==> config.mk <==
export PLATFORM = sky130hd
export DESIGN_NAME = fir_coeff_loader
export DESIGN_NICKNAME = d
export VERILOG_FILES = /design/src/rtl/fir_coeff_loader.sv
export SDC_FILE = /design/constraint.sdc
export NUM_CORES = 1
export LEC_CHECK = 0
export ABC_CLOCK_PERIOD_IN_PS = 2000
export CAP_MARGIN = 20
export CELL_PAD_IN_SITES_DETAIL_PLACEMENT = 0
export CELL_PAD_IN_SITES_GLOBAL_PLACEMENT = 2
export CORE_MARGIN = 2
export CORE_UTILIZATION = 35
export DETAILED_ROUTE_END_ITERATION = 8
export HOLD_SLACK_MARGIN = 0.12
export PLACE_DENSITY_LB_ADDON = 0.1
export SKIP_CTS_REPAIR_TIMING = 1
export SLEW_MARGIN = 10
export SYNTH_ARGS = -nofsm -noshare
export SYNTH_HDL_FRONTEND = slang
export SYNTH_SLANG_ARGS = --single-unit
==> constraint.sdc <==
create_clock -name clk -period 2 [get_ports clk]
set_input_delay 0.2 -clock clk [delete_from_list [all_inputs] [get_ports clk]]
set_output_delay 0.2 -clock clk [all_outputs]
set_load 0.02 [all_outputs]
==> src/rtl/fir_coeff_loader.sv <==
// fir_coeff_loader
//
// Host-side driver for the FIR filter's bit-serial coefficient-load port and
// its sample-start handshake. Holds a bank of NCoeffs coefficients written by
// the host. On request it streams a snapshot of the bank to the filter,
// MSB first, starting with coeff[NCoeffs-1] and ending with coeff[0] bit 0.
// Start pulses and loads are kept mutually exclusive.
//
// Optional feature: define FIR_COEFF_LOADER_READBACK_EN to add a combinational
// bank readback port (rd_addr / rd_data). Core behaviour is identical either way.
//
// Ports:
//   clk            clock
//   rstN           synchronous, active-low reset
//   wr_en          bank write strobe
//   wr_addr        bank index; indices >= NCoeffs are ignored
//   wr_data        coefficient value
//   load_req       single-cycle request to stream the bank to the filter
//   start_req      single-cycle sample-start request
//   fir_done       filter done pulse, ends the active sample
//   coeff_load_out filter coeff_load_in, high while streaming
//   coeff_out      filter coeff_in, current stream bit
//   start_out      filter start, registered copy of an accepted start_req
//   busy           load pending or in progress
//   done           one-cycle pulse when a load completes
//   start_drop     one-cycle pulse when a start_req is rejected
//   rd_addr        (readback build) bank read index
//   rd_data        (readback build) bank read data, 0 for out-of-range index

module fir_coeff_loader #(
   parameter int unsigned DataWidth = 12,
   parameter int unsigned NTaps     = 9,
   localparam int unsigned NCoeffs   = (NTaps + 1) / 2,
   localparam int unsigned AddrWidth = $clog2(NCoeffs)
) (
   input  logic                 clk,
   input  logic                 rstN,
   input  logic                 wr_en,
   input  logic [AddrWidth-1:0] wr_addr,
   input  logic [DataWidth-1:0] wr_data,
   input  logic                 load_req,
   input  logic                 start_req,
   input  logic                 fir_done,
   output logic                 coeff_load_out,
   output logic                 coeff_out,
   output logic                 start_out,
   output logic                 busy,
   output logic                 done,
   output logic                 start_drop
`ifdef FIR_COEFF_LOADER_READBACK_EN
   ,
   input  logic [AddrWidth-1:0] rd_addr,
   output logic [DataWidth-1:0] rd_data
`endif
);

   localparam int unsigned TotalBits = NCoeffs * DataWidth;
   localparam int unsigned CntWidth  = $clog2(TotalBits);
   localparam logic [CntWidth-1:0]  LastBit  = CntWidth'(TotalBits - 1);
   localparam logic [AddrWidth-1:0] LastAddr = AddrWidth'(NCoeffs - 1);

   typedef enum logic [1:0] {
      StIdle,
      StShift,
      StGap
   } state_e;

   // ---------------------------------------------------------------------------
   // Coefficient bank
   // ---------------------------------------------------------------------------
   logic [DataWidth-1:0] bank_q [NCoeffs];

   always_ff @(posedge clk) begin
      if (!rstN) begin
         for (int unsigned i = 0; i < NCoeffs; i++) begin
            bank_q[i] <= '0;
         end
      end else if (wr_en && (wr_addr <= LastAddr)) begin
         bank_q[wr_addr] <= wr_data;
      end
   end

   // Flattened bank with coeff[NCoeffs-1] in the top slice, so shifting the
   // vector left emits coeff[NCoeffs-1] MSB first and ends with coeff[0] bit 0.
   logic [TotalBits-1:0] snapshot;

   always_comb begin
      snapshot = '0;
      for (int unsigned i = 0; i < NCoeffs; i++) begin
         snapshot[i*DataWidth +: DataWidth] = bank_q[i];
      end
   end

`ifdef FIR_COEFF_LOADER_READBACK_EN
   // Reads the live bank, not the stream snapshot.
   always_comb begin
      rd_data = '0;
      if (rd_addr <= LastAddr) begin
         rd_data = bank_q[rd_addr];
      end
   end
`endif

   // ---------------------------------------------------------------------------
   // Load sequencer and start arbitration
   // ---------------------------------------------------------------------------
   state_e               state_q, state_d;
   logic                 load_pend_q, load_pend_d;
   logic                 fir_active_q, fir_active_d;
   logic [CntWidth-1:0]  cnt_q, cnt_d;
   logic [TotalBits-1:0] sreg_q, sreg_d;
   logic                 coeff_load_q, coeff_load_d;
   logic                 done_q, done_d;
   logic                 start_out_q, start_out_d;
   logic                 start_drop_q, start_drop_d;
   logic                 start_ok;

   always_ff @(posedge clk) begin
      if (!rstN) begin
         state_q      <= StIdle;
         load_pend_q  <= 1'b0;
         fir_active_q <= 1'b0;
         cnt_q        <= '0;
         sreg_q       <= '0;
         coeff_load_q <= 1'b0;
         done_q       <= 1'b0;
         start_out_q  <= 1'b0;
         start_drop_q <= 1'b0;
      end else begin
         state_q      <= state_d;
         load_pend_q  <= load_pend_d;
         fir_active_q <= fir_active_d;
         cnt_q        <= cnt_d;
         sreg_q       <= sreg_d;
         coeff_load_q <= coeff_load_d;
         done_q       <= done_d;
         start_out_q  <= start_out_d;
         start_drop_q <= start_drop_d;
      end
   end

   assign busy = load_pend_q | (state_q != StIdle);

   always_comb begin
      state_d      = state_q;
      load_pend_d  = load_pend_q;
      cnt_d        = cnt_q;
      sreg_d       = sreg_q;
      coeff_load_d = coeff_load_q;
      done_d       = 1'b0;

      // A request while busy (pending, streaming or in the gap) is absorbed.
      if (load_req && !busy) begin
         load_pend_d = 1'b1;
      end

      unique case (state_q)
         StIdle: begin
            // Never start a load while the filter is processing a sample.
            if (load_pend_q && !fir_active_q) begin
               state_d      = StShift;
               load_pend_d  = 1'b0;
               cnt_d        = '0;
               sreg_d       = snapshot;
               coeff_load_d = 1'b1;
            end
         end
         StShift: begin
            sreg_d = sreg_q << 1;
            if (cnt_q == LastBit) begin
               state_d      = StGap;
               coeff_load_d = 1'b0;
            end else begin
               cnt_d = cnt_q + 1'b1;
            end
         end
         StGap: begin
            // Lets the filter fall back from its load state before anything new.
            state_d = StIdle;
            done_d  = 1'b1;
         end
         default: begin
            state_d = StIdle;
         end
      endcase
   end

   // A start is only passed on from a quiet idle; a same-cycle load wins.
   assign start_ok     = start_req & (state_q == StIdle) & ~load_pend_q & ~load_req;
   assign start_out_d  = start_ok;
   assign start_drop_d = start_req & ~start_ok;

   // Set has priority over a coincident fir_done.
   always_comb begin
      fir_active_d = fir_active_q;
      if (start_out_q) begin
         fir_active_d = 1'b1;
      end else if (fir_done) begin
         fir_active_d = 1'b0;
      end
   end

   assign coeff_load_out = coeff_load_q;
   assign coeff_out      = sreg_q[TotalBits-1];
   assign start_out      = start_out_q;
   assign done           = done_q;
   assign start_drop     = start_drop_q;

endmodule

* Word-level counts from Yosys, hierarchy flattened
Memory sizes are Yosys's and may differ from the RTL's.
Index checks and enable logic that the tools add are counted.
** Storage, ports and cells
- Flip-flop bits (word level) :: 74
- Bits in writable memories :: 60
- Input bits :: 21
- Word-level logic and storage cells :: 64
- Memories :: 1
** Cells by class
- Add/sub/neg operators :: 1
- Order comparisons :: 1
- Eq/ne operators :: 6
- Mux-type cells :: 24
- Bitwise logic cells :: 8
- Reductions and logical operators :: 14
** Memories
- bank_q :: words 5, width 12, rd ports 5, clocked after Yosys merged registers in 0, write ports 5, line 71 : logic [DataWidth-1:0] bank_q [NCoeffs];
** Operator list (number)
- $pmux 60 s2 :: 1
- $mux 60 :: 1
- $mux 1 :: 13
- $mux 12 :: 1
- $mux 6 :: 2
- $pmux 6 s2 :: 1
- $reduce_or 12->1 :: 1
- $add 6x1->6 const B :: 1
- $eq 6x6->1 const B :: 1
- $ne 2x2->1 const B :: 3
- $reduce_and 3->1 :: 2
- $reduce_bool 2->1 :: 3
- $and 1x1->1 :: 4
- $mux 2 :: 2
- $pmux 2 s2 :: 1
- $reduce_and 2->1 :: 2
- $le 3x3->1 const B :: 1
- $logic_and 1x1->1 :: 3
- $mux 3 :: 1
- $not 1->1 :: 3
- $eq 2x1->1 const B :: 1
- $eq 2x2->1 const B :: 1
- $logic_not 1->1 :: 2
- $logic_not 2->1 :: 1
- other kinds (2) :: 2

* Longest topological paths before layout
- Word-level depth :: 7
- Gate-level depth with buffers :: 7

* Worst setup path before layout
No wires, ideal clock.
- Path kind :: input to register
- Start :: input port rstN
- End :: memory bank_q[2][0] (enable)
- Setup time :: 0.398 ns
- Arrival time :: 1.514 ns
- Data required time :: 1.602 ns
- Slack :: 0.088 ns
- Stages on the path :: 4
- Path buffers :: 1
- Cells stage by stage :: buf_2 and3b_1 nand2_1 o21ai_0
** RTL lines
- start: declaration :: line 37 : input logic rstN,
- end: declaration :: line 71

* Worst setup path after layout
- Start :: register state_q[1]
- End :: output port busy
** Between the ends
- Word-level cells in the longest chain between the ends :: 2
** RTL lines
- start: declaration :: line 107 : state_e state_q, state_d;
- start signal: assignment :: line 120 : state_q <= StIdle;
- start signal: assignment :: line 130 : state_q <= state_d;
- $reduce_bool 2->1 :: line 142 : assign busy = load_pend_q | (state_q != StIdle);
- $or 1x1->1 :: line 142
- end: declaration :: line 47 : output logic busy,
Every way passes these cells.

==> implementation parameters <==
Parameter                              Value

Synthesis
  Count of different cell masters after synthesis    35
  Number of flip-flops and latches in the synthesized netlist    134
  Top-count cell post-synth    sky130_fd_sc_hd__nand2_1
  Number of flops mapped to enable cells by yosys    60
  Async S/R FF share, synth    0
  Avg Cell Area, Syn    10.0 sq um
  Summed instance area of the synthesized netlist    5440 sq um
  Most area-hungry cell type in the Yosys netlist    sky130_fd_sc_hd__edfxtp_1
  Number of nets produced by synthesis    564
  Most area-consuming cells after synthesis    sky130_fd_sc_hd__edfxtp_1 (33%), sky130_fd_sc_hd__dfxtp_1 (27%), sky130_fd_sc_hd__nand2_1 (8.9%)
  Synthesis warning total    0
  Share of the synthesized area in the top cell type    0.331
  Sequential cell area fraction in the yosys report    0.603
  Ys flop type    sky130_fd_sc_hd__dfxtp_1
  Gate Count Post-Synth    542
  Top cell types by occurrence after synthesis    sky130_fd_sc_hd__nand2_1 (129), sky130_fd_sc_hd__dfxtp_1 (74), sky130_fd_sc_hd__and2_1 (60), sky130_fd_sc_hd__edfxtp_1 (60), sky130_fd_sc_hd__nor2_1 (50)

Clock network
  Maximum clock path buffer count    2
  Clock buffers created by TritonCTS    17
  Number of H-tree branching levels    4
  Clock tree from TritonCTS    done
  Clk pin slew, worst setup/hold paths    0.06 ns
  Cell at the root of the clock tree    sky130_fd_sc_hd__clkbuf_16
  Clock insertion delay at the later pin of the skew report    0.42 ns
  Clock sink count    134

Pwr
  Power, Total    6.87 mW
  Leakage power figure    2.52 nW
  Power density of the placed cells    1050 nW/um^2
  VDD IR max    799 uV

Final layout
  Layout fillers    1516
  Final layout net count    582
  Final cell count without fillers    761
  Diodes inserted    0
  Layout overhead on the synthesized area    19.8%
  Finished layout cell area    6520 sq um
  Fraction of layout cells with a size suffix above 1    0.0873

Route
  Iteration-0 DRC count of the detailed router    189
  Via count    3837
  Routed wire length per instance    15.6 um
  Number of remaining DRC errors    0
  First-pass detailed-route iteration total    4
  Antenna-violating nets left    0
  Detail-routed via count per cell    5.04
  Wire length reported by the detailed router    11900 um

Worst hold path
  Launch instance of the worst min-delay path    start_req
  Hold Path Cell Cnt    3
  Worst min-delay path category    primary input to register
  Worst hold endpoint    start_drop

Flow run
  Max Cap Viol    0

STA
  Final Critical Period    1.84 ns
  Final setup violating endpoints    0
  Clock skew    0.00568 ns
  Ratio of final minimum period to clock period    0.920
  Final count of pins violating max slew    0
  RSZ-0062 raised after global routing    no
  Worst-case headroom to the max-slew limit    0.385
  Final Hold Viols    0
  Slew at the pin closest to its max-slew limit    0.922 ns
  Max frequency    0.544 GHz

Worst setup path
  Register-to-register path setup slack    0.28 ns
  Crit path kind    register to primary output
  Startpoint type of the worst setup path    register
  Critical Path Fanout Max    9
  Cell count of the worst reg-to-reg path    5
  Critical path data arrival time    1.64 ns
  Source of the worst register-to-register timing path    cnt_q[0]
  CP required    1.80 ns
  Cell Chain, Critical Path    nor3_2 > inv_1 > clkdlybuf4s50_1
  Slowest stage delay, CP    0.60 ns
  Crit path capture type    primary output
  Slowest-stage cell, CP    sky130_fd_sc_hd__clkdlybuf4s50_1
  Endpoint of the most critical register-to-register path    cnt_q[3]

Die
  Die Height    129 um
  Floorplan die area    16600 sq um
  Num ports    27
  Core Rows    45
  Die Span X    129 um
  Starting utilization of the core area    0.358
  Floorplan core area    15200 sq um

Placed design
  GP Congestion    0.723
  Number of I/O port buffers    26
  Post-DP Area    5960 sq um
  Total placed cells including tap cells    729
  Placed wire-length estimate    7500 um

GRT
  Number of global-route vias before repair    3847
  Total global routing overflow    0
  Global router's overall resource usage    0.160
  First-pass GRT wire length    19900 um
  Largest net degree at the start of global routing    63
  Initial antenna violation count    0

Outcome
  Result of the run    complete, no violations
[metal layers]
metal | GRT usage | wire length, um | vias up | share of wire
met2 | 0.251 | 5350 | 45 | 0.45
met5 | 0 | 0 | - | 0
met3 | 0.0412 | 346 | 17 | 0.029
li1 | - | - | 1918 | -
met4 | 0.0639 | 194 | 0 | 0.016
met1 | 0.213 | 6000 | 1857 | 0.50
[critical path, delay by kind of cell (launching register included)]
family,cells,cell delay [ns]
simple gates,1,0.08
buf+inv,2,0.69
flops,1,0.45
[per-stage QoR]
step | hold slack [ns] | util | worst slack, ns | TNS, ns
floorplan | 0.279 | - | 0.0882 | 0
global placement | 0.453 | 0.392 | 0.116 | 0
detailed placement | 0.468 | 0.392 | 0.0480 | 0
CTS | 0.336 | 0.428 | -0.0170 | -0.0170
global route | 0.363 | 0.429 | 0.0790 | 0
finish | 0.352 | 0.429 | 0.161 | 0
[logic make-up (layout without fill, tap and decap cells)]
| group | after synthesis | count (layout) | share of synthesized area |
|---|---|---|---|
| multiplexers | 1 | 1 | 0.00184 |
| flip-flops | 134 | 134 | 0.603 |
| adder cells (fa/ha/maj) | 1 | 1 | 0.00230 |
| AO/OA/AOI/OAI | 75 | 75 | 0.117 |
| AND/OR/NAND/NOR | 282 | 282 | 0.238 |
| XOR/XNOR | 1 | 1 | 0.00161 |
| buffers and inverters | 48 | 79 | 0.0361 |
[flip-flops by register name (all words and copies together) (netlist names), 2 cells and up]
register and cells:
bank_q 60, cnt_q 6, sreg_q 60, state_q 2
[area by class of cell]
class / instances / area [sq um] / area share
multi-input cells: 360 / 1990 / 0.305
well taps: 188 / 235 / 0.0361
inverters: 5 / 18.8 / 0.00288
flip-flops and latches: 134 / 3280 / 0.504
repair buffers: 42 / 443 / 0.0679
clock buffers: 21 / 440 / 0.0675
clock inverters: 11 / 109 / 0.0167
[power breakdown]
part / internal [mW] / switching [mW]
Clock: 1.81 / 1.12
Combinational: 0.293 / 0.433
Sequential: 3.11 / 0.111
Total: 5.21 / 1.66
[placed cells by master (no fill, tap or decap), types with 2 or more instances in the layout]
cell                              count
sky130_fd_sc_hd__a21oi_1              3
sky130_fd_sc_hd__a311oi_1            45
sky130_fd_sc_hd__a31oi_1              2
sky130_fd_sc_hd__and2_1              60
sky130_fd_sc_hd__and3_1               3
sky130_fd_sc_hd__and3b_1              2
sky130_fd_sc_hd__buf_12               5
sky130_fd_sc_hd__buf_4               11
sky130_fd_sc_hd__bufinv_16            2
sky130_fd_sc_hd__clkbuf_1             4
sky130_fd_sc_hd__clkbuf_16           17
sky130_fd_sc_hd__clkdlybuf4s50_1     26
sky130_fd_sc_hd__clkinv_1             3
sky130_fd_sc_hd__clkinv_2             3
sky130_fd_sc_hd__clkinvlp_4           3
sky130_fd_sc_hd__dfxtp_1             73
sky130_fd_sc_hd__edfxtp_1            60
sky130_fd_sc_hd__inv_1                3
sky130_fd_sc_hd__inv_2                2
sky130_fd_sc_hd__nand2_1            129
sky130_fd_sc_hd__nand2b_1             8
sky130_fd_sc_hd__nand3_1             19
sky130_fd_sc_hd__nor2_1              50
sky130_fd_sc_hd__nor3_1               4
sky130_fd_sc_hd__o211a_1             14
sky130_fd_sc_hd__o21a_1               2
sky130_fd_sc_hd__o21ai_0              3
[worst max path at each step]
stage                        end  slack [ns]  cells past startpoint       start
finish                      busy        0.16                      3  state_q[1]
detailed placement  bank_q[3][6]        0.05                      4        rstN
global placement    bank_q[3][0]        0.12                      4        rstN
CTS                         busy       -0.02                      3  state_q[1]
floorplan           bank_q[2][0]        0.09                      4        rstN
global route                busy        0.08                      3  state_q[1]
Power figures use the tool's default switching activity.
